`config.mk`:
```
export PLATFORM = sky130hd
export DESIGN_NAME = baud_gen
export DESIGN_NICKNAME = d
export VERILOG_FILES = /design/src/rtl/baud_pkg.sv /design/src/rtl/baud_frac_acc.sv /design/src/rtl/baud_gen.sv
export SDC_FILE = /design/constraint.sdc
export NUM_CORES = 1
export LEC_CHECK = 0
export BUFFER_PORTS_ARGS = -buffer_cell sky130_fd_sc_hd__buf_2
export CAP_MARGIN = 10
export CORE_MARGIN = 5
export CORE_UTILIZATION = 52
export DETAILED_ROUTE_END_ITERATION = 6
export GPL_TIMING_DRIVEN = 0
export PLACE_DENSITY = 0.88
export REMOVE_ABC_BUFFERS = 1
export SYNTH_ARGS = -nofsm -noshare
export SYNTH_HDL_FRONTEND = slang
export SYNTH_SLANG_ARGS = --single-unit
```
`constraint.sdc`:
```
create_clock -name clk -period 3.35 [get_ports clk]
set_clock_uncertainty 0.2 [all_clocks]
set_input_delay 0.5025 -clock clk [delete_from_list [all_inputs] [get_ports clk]]
set_output_delay 0.5025 -clock clk [all_outputs]
set_load 0.05 [all_outputs]
```
`src/rtl/baud_pkg.sv`:
```
// Shared defaults and divisor helper for the baud-rate tick generator.
package baud_pkg;

    localparam int unsigned CNT_W_DEF  = 20;
    localparam int unsigned OVS_DEF    = 16;
    localparam int unsigned FRAC_W_DEF = 4;
    localparam int unsigned OVS_W      = $clog2(OVS_DEF);

    // Works on the low two bits only so it stays width-independent:
    // a divisor of 0 or 1 (upper bits all zero) becomes 2.
    function automatic logic [1:0] clamp_div(input logic [1:0] lo, input logic hi_zero);
        return (hi_zero && !lo[1]) ? 2'b10 : lo;
    endfunction

endpackage

```
`src/rtl/baud_frac_acc.sv`:
```
// Fractional divisor accumulator: adds frac at each period start, reports the carry.
module baud_frac_acc
    import baud_pkg::*;
#(
    parameter int unsigned FRAC_W = FRAC_W_DEF
) (
    input  logic              clk,
    input  logic              rst,
    input  logic              clr_i,
    input  logic              start_i,
    input  logic [FRAC_W-1:0] frac_i,
    output logic              carry_o
);

    logic [FRAC_W-1:0] acc_q, acc_d;
    logic [FRAC_W:0]   sum;

    always_comb begin
        sum   = {1'b0, acc_q} + {1'b0, frac_i};
        acc_d = acc_q;
        if (clr_i) begin
            acc_d = '0;
        end else if (start_i) begin
            acc_d = sum[FRAC_W-1:0];
        end
    end

    assign carry_o = start_i & sum[FRAC_W];

    always_ff @(posedge clk or posedge rst) begin
        if (rst) begin
            acc_q <= '0;
        end else begin
            acc_q <= acc_d;
        end
    end

endmodule

```
`src/rtl/baud_gen.sv`:
```
// Baud-rate tick generator: runtime divisor, oversample counter, bit and mid-bit ticks.
// Define BAUD_GEN_FRAC_EN to build the fractional divisor accumulator.
module baud_gen
    import baud_pkg::*;
#(
    parameter int unsigned CNT_W  = CNT_W_DEF,
    parameter int unsigned OVS    = OVS_DEF,
    parameter int unsigned FRAC_W = FRAC_W_DEF
) (
    input  logic                   clk,
    input  logic                   rst,
    input  logic                   en,
    input  logic                   restart,
    input  logic [CNT_W-1:0]       div,
    input  logic [FRAC_W-1:0]      frac,
    output logic                   ovs_tick,
    output logic                   bit_tick,
    output logic                   mid_tick,
    output logic [CNT_W-1:0]       cnt,
    output logic [$clog2(OVS)-1:0] ovs_cnt,
    output logic                   div_err
);

    localparam int unsigned OVS_B = $clog2(OVS);
    localparam logic [OVS_B-1:0] OVS_HALF = OVS_B'(OVS / 2);
    localparam logic [OVS_B-1:0] OVS_MAX  = OVS_B'(OVS - 1);

    logic [CNT_W-1:0] cnt_q, cnt_d;
    logic [OVS_B-1:0] ovs_cnt_q, ovs_cnt_d;
    logic [CNT_W-1:0] div_q, div_d;
    logic             carry_q, carry_d;
    logic             started_q, started_d;
    logic             err_q, err_d;
    logic             ovs_tick_q, ovs_tick_d;
    logic             bit_tick_q, bit_tick_d;
    logic             mid_tick_q, mid_tick_d;

    logic             carry;
    logic             wrap;
    logic             start;
    logic             div_small;
    logic [CNT_W-1:0] div_clamped;
    logic [CNT_W-1:0] lim;
    logic [CNT_W-1:0] lim_m1;

    assign div_small   = ~|div[CNT_W-1:1];
    assign div_clamped = {div[CNT_W-1:2], clamp_div(div[1:0], ~|div[CNT_W-1:2])};

    // Saturate so an all-ones divisor with a carry cannot wrap to zero.
    assign lim    = (carry_q && (div_q != '1)) ? div_q + 1'b1 : div_q;
    assign lim_m1 = lim - 1'b1;

    // The first enabled cycle after reset/restart and every wrap begin a period.
    assign wrap  = en & ~restart & started_q & (cnt_q == lim_m1);
    assign start = en & ~restart & (~started_q | wrap);

`ifdef BAUD_GEN_FRAC_EN
    baud_frac_acc #(
        .FRAC_W(FRAC_W)
    ) u_frac_acc (
        .clk    (clk),
        .rst    (rst),
        .clr_i  (restart),
        .start_i(start),
        .frac_i (frac),
        .carry_o(carry)
    );
`else
    logic unused_frac;
    assign unused_frac = ^frac;
    assign carry       = 1'b0;
`endif

    always_comb begin
        cnt_d      = cnt_q;
        ovs_cnt_d  = ovs_cnt_q;
        div_d      = div_q;
        carry_d    = carry_q;
        started_d  = started_q;
        err_d      = err_q;
        ovs_tick_d = 1'b0;
        bit_tick_d = 1'b0;
        mid_tick_d = 1'b0;

        if (restart) begin
            cnt_d     = '0;
            ovs_cnt_d = '0;
            started_d = 1'b0;
        end else if (en) begin
            started_d = 1'b1;
            if (wrap) begin
                cnt_d      = '0;
                ovs_cnt_d  = ovs_cnt_q + 1'b1;
                ovs_tick_d = 1'b1;
                bit_tick_d = (ovs_cnt_q == OVS_MAX);
                mid_tick_d = (ovs_cnt_d == OVS_HALF);
            end else begin
                cnt_d = cnt_q + 1'b1;
            end
            if (start) begin
                div_d   = div_clamped;
                carry_d = carry;
                if (div_small) begin
                    err_d = 1'b1;
                end
            end
        end
    end

    always_ff @(posedge clk or posedge rst) begin
        if (rst) begin
            cnt_q      <= '0;
            ovs_cnt_q  <= '0;
            div_q      <= '0;
            carry_q    <= 1'b0;
            started_q  <= 1'b0;
            err_q      <= 1'b0;
            ovs_tick_q <= 1'b0;
            bit_tick_q <= 1'b0;
            mid_tick_q <= 1'b0;
        end else begin
            cnt_q      <= cnt_d;
            ovs_cnt_q  <= ovs_cnt_d;
            div_q      <= div_d;
            carry_q    <= carry_d;
            started_q  <= started_d;
            err_q      <= err_d;
            ovs_tick_q <= ovs_tick_d;
            bit_tick_q <= bit_tick_d;
            mid_tick_q <= mid_tick_d;
        end
    end

    assign ovs_tick = ovs_tick_q;
    assign bit_tick = bit_tick_q;
    assign mid_tick = mid_tick_q;
    assign cnt      = cnt_q;
    assign ovs_cnt  = ovs_cnt_q;
    assign div_err  = err_q;

endmodule
```
==> flow_summary_export.csv <==
group,metric,value,unit
job,maxCapViolCount,0,
synth,ys_types,57,
cts,cts_tree,"done",
sta,slew_viol_final,0,
synth,yosysTopAreaCell,"dfrtp_1",
placed_design,placed_area,4090,µm²
worst_setup_path,critical-path-slowest-cell,"or4_4",
drt,avgRoutedWirePerCell,19.9,µm
synth,yosys_register_bits,49,
cells_and_area,postLayoutCoreUtil,0.657,
placed_design,dp_hpwl,7240,µm
worst_setup_path,worst_path_largest_cell_delay,510,ps
synth,synthCells,474,
power_and_ir_drop,p_leak,1.97,nW
floorplan,core,7180,µm²
power_and_ir_drop,power_frac_clock,0.262,
worst_setup_path,cp.required,3370,ps
cells_and_area,nNetsFinal,557,
placed_design,dp_slack,-1610,ps
cts,cts_hold_buf,0,
placed_design,gp_congestion,0.888,
worst_setup_path,cp-start-kind,"flop",
sta,fmax,292,MHz
drt,vias,4225,
global_routing,grt_overflow,0,
worst_setup_path,crit_arrival,3440,ps
synth,synth_top_cells_by_area,"dfrtp_1 32%, nand2_1 6.0%, xnor2_1 5.3%, o311ai_0 4.2%, xor2_1 3.9%",
cts,cts_buffers,5,
sta,max-slew-margin-rel,0.226,
power_and_ir_drop,sw_frac_of_total,0.351,
drt,drt_first_pass_iters,6,
power_and_ir_drop,p_int,968,µW
cts,clk_path_buf_depth,2,
global_routing,antenna_found_initial,0,
sta,hold_viol,0,
synth,ys_warn_count,0,
synth,avgSynthCellArea,7.98,µm²
synth,synth_edf_count,0,
worst_setup_path,path_class,"reg2reg",
cts,clock_latency,320,ps
cts,path_clk_slew,100,ps
drt,drt-total-wl,12400,µm
power_and_ir_drop,power.density,317,nW/µm²
drt,drc_errors,0,
synth,synth_top_area_share,0.324,
synth,synth.most_common_cell,"nand2_1",
drt,ant_nets,0,
cts,clock_tree.root_cell,"clkbuf_8",
cells_and_area,syn2layout_area_growth,24.5,%
floorplan,die_h,95.3,µm
worst_setup_path,reg2reg_slack,-80,ps
cells_and_area,fin_area,4710,µm²
synth,synth.yosys.seq_area_share,0.324,
synth,ys_top_cells_by_count,"60 x nand2_1, 49 x dfrtp_1, 36 x clkbuf_1, 33 x nor2_1, 27 x nand3_1",
floorplan,dieArea,9080,µm²
worst_setup_path,end_kind,"flop",
sta,min_period_over_period,1.02,
sta,rsz0062_at_grt,"true",
global_routing,grt_start_max_net_pins,36,
cts,cts_sinks,49,
floorplan,rows,31,
sta,max_slew.worst_pin.slew,1160,ps
global_routing,grt_pass1_vias,3903,
sta,worst_slack,-76.4,ps
power_and_ir_drop,vdd_drop_max,0.161,mV
hold_path,min_path_type,"in2async",
synth,synth_area,3780,µm²
run_status,status,"finished with violations",
cts,htree_levels,2,
power_and_ir_drop,sequentialPowerShare,0.487,
global_routing,grt_usage,0.261,
worst_setup_path,cp_cell_sequence,"inv_2 > ha_4 > or3b_4 > or4_4 > a211oi_2 > and4b_2 > nand4_4 > buf_6 > o21ai_4 > clkbuf_16 > nor2_2",
sta,setup_viol,17,
drt,drt_iter0_drc,541,
worst_setup_path,cp_max_fo,7,
run_status,violations,"setup timing",
sta,fin_crit,3430,ps
power_and_ir_drop,comb_power_share,0.251,
synth,synthFlopType,"dfrtp_1",
floorplan,start_util,0.527,
floorplan,io_pins,56,
drt,routed_via_density,6.76,
cells_and_area,drive_gt1_frac,0.272,
floorplan,die_width,95.3,µm
power_and_ir_drop,power.switching,524,µW
cells_and_area,diodes,0,
global_routing,grt_pass1_wl,18700,µm
synth,ys_async_sr_fraction,1.00,
placed_design,io_buffers,51,
==> kinds of logic (layout without fill, tap and decap cells) <==
| family | after synthesis | count (layout) | share of synthesized area |
|---|---|---|---|
| multiplexers | 4 | 4 | 0.0119 |
| AO/OA/AOI/OAI | 91 | 91 | 0.172 |
| adder cells (fa/ha/maj) | 4 | 4 | 0.0132 |
| flip-flops | 49 | 49 | 0.324 |
| buffers and inverters | 54 | 102 | 0.0572 |
| XOR/XNOR | 40 | 40 | 0.0926 |
| AND/OR/NAND/NOR | 232 | 236 | 0.330 |
==> critical path: cells and delay by family (launching register included) <==
family / cells / cell delay (ps)
DFF: 1 / 460
and+or+nand+nor: 5 / 1480
AOI/OAI and AO/OA: 2 / 530
buffers and inverters: 3 / 490
adders and majority gates: 1 / 160
==> per-stage QoR <==
stage	power [mW]	TNS, ps	cells	hold slack (ps)
after floorplan	0.901	-17580	432	357
after global placement	0.974	-76940	582	267
after detailed placement	1.01	-58150	586	277
after CTS	1.42	0	605	50.9
after global routing	1.56	-1500	625	79.2
final	1.49	-775	625	29.2
==> cell usage in the layout, fill, tap and decap left out, types with 4 or more instances in the layout <==
cell and n:
nand2_1 60, buf_2 51, dfrtp_1 43, nand3_1 27
nor2_1 26, xnor2_1 23, buf_4 22, o21ai_0 19
xor2_1 17, a31oi_1 16, nor4_1 15, nand2b_1 11
o311ai_1 11, nor3_1 10, inv_1 9, or3_1 9
nor3b_1 8, and3_1 8, nand4_1 7, a21oi_1 7
a211oi_1 6, o311ai_0 6, and2_1 6, clkbuf_8 6
dfrtp_2 6, nand4_4 5, nand3b_1 5, nor2_2 5
nor4_4 4, nor2b_1 4, a31o_2 4, buf_12 4
==> layer usage <==
metal / vias up / wire, µm / track usage
met2: 302 / 6030 / 0.438
met3: 63 / 1240 / 0.0403
li1: 1843 / - / -
met4: 0 / 446 / 0.112
met5: - / 0 / 0
met1: 2017 / 4710 / 0.331
==> worst paths after layout <==
check                         start        end  depth (start not counted)
min                             rst     cnt[2]                          2
max                        div_q[0]    cnt[17]                         11
max in group asynchronous       rst  div_q[11]                          3
min reg2reg                 div_err    div_err                          2
max reg2reg                div_q[0]    cnt[17]                         11
min in group clk            restart  started_q                          2
==> repair_timing <==
action,4_1_cts,5_1_grt
pin swaps,6,11
endpoints found under the setup margin,48,47
gates cloned,3,2
setup buffers,8,18
hold endpoints to repair,0,0
resized for setup,26,34
==> area by class of cell <==
type | count | area (µm²)
Fill cell | 541 | 2460
Clock buffer | 6 | 82.6
Multi-Input combinational cell | 375 | 2600
Inverter | 12 | 45.0
Tap cell | 99 | 124
Sequential cell | 49 | 1230
Clock inverter | 2 | 17.5
Timing Repair Buffer | 82 | 607
==> power groups by stage <==
stage	clock network, mW	registers (mW)	logic [mW]
after floorplan	0	0.710	0.191
after global placement	0	0.727	0.248
after detailed placement	0	0.727	0.282
after CTS	0.396	0.722	0.305
after global routing	0.425	0.732	0.407
final	0.391	0.726	0.374
==> sequential cells by signal, indices dropped and copies added, names as in the netlist <==
name	count
div_err	1
cnt	20
ovs_cnt	4
div_q	20
started_q	1
mid_tick	1
ovs_tick	1
bit_tick	1
No activity file was read; power rests on OpenSTA's default activity.
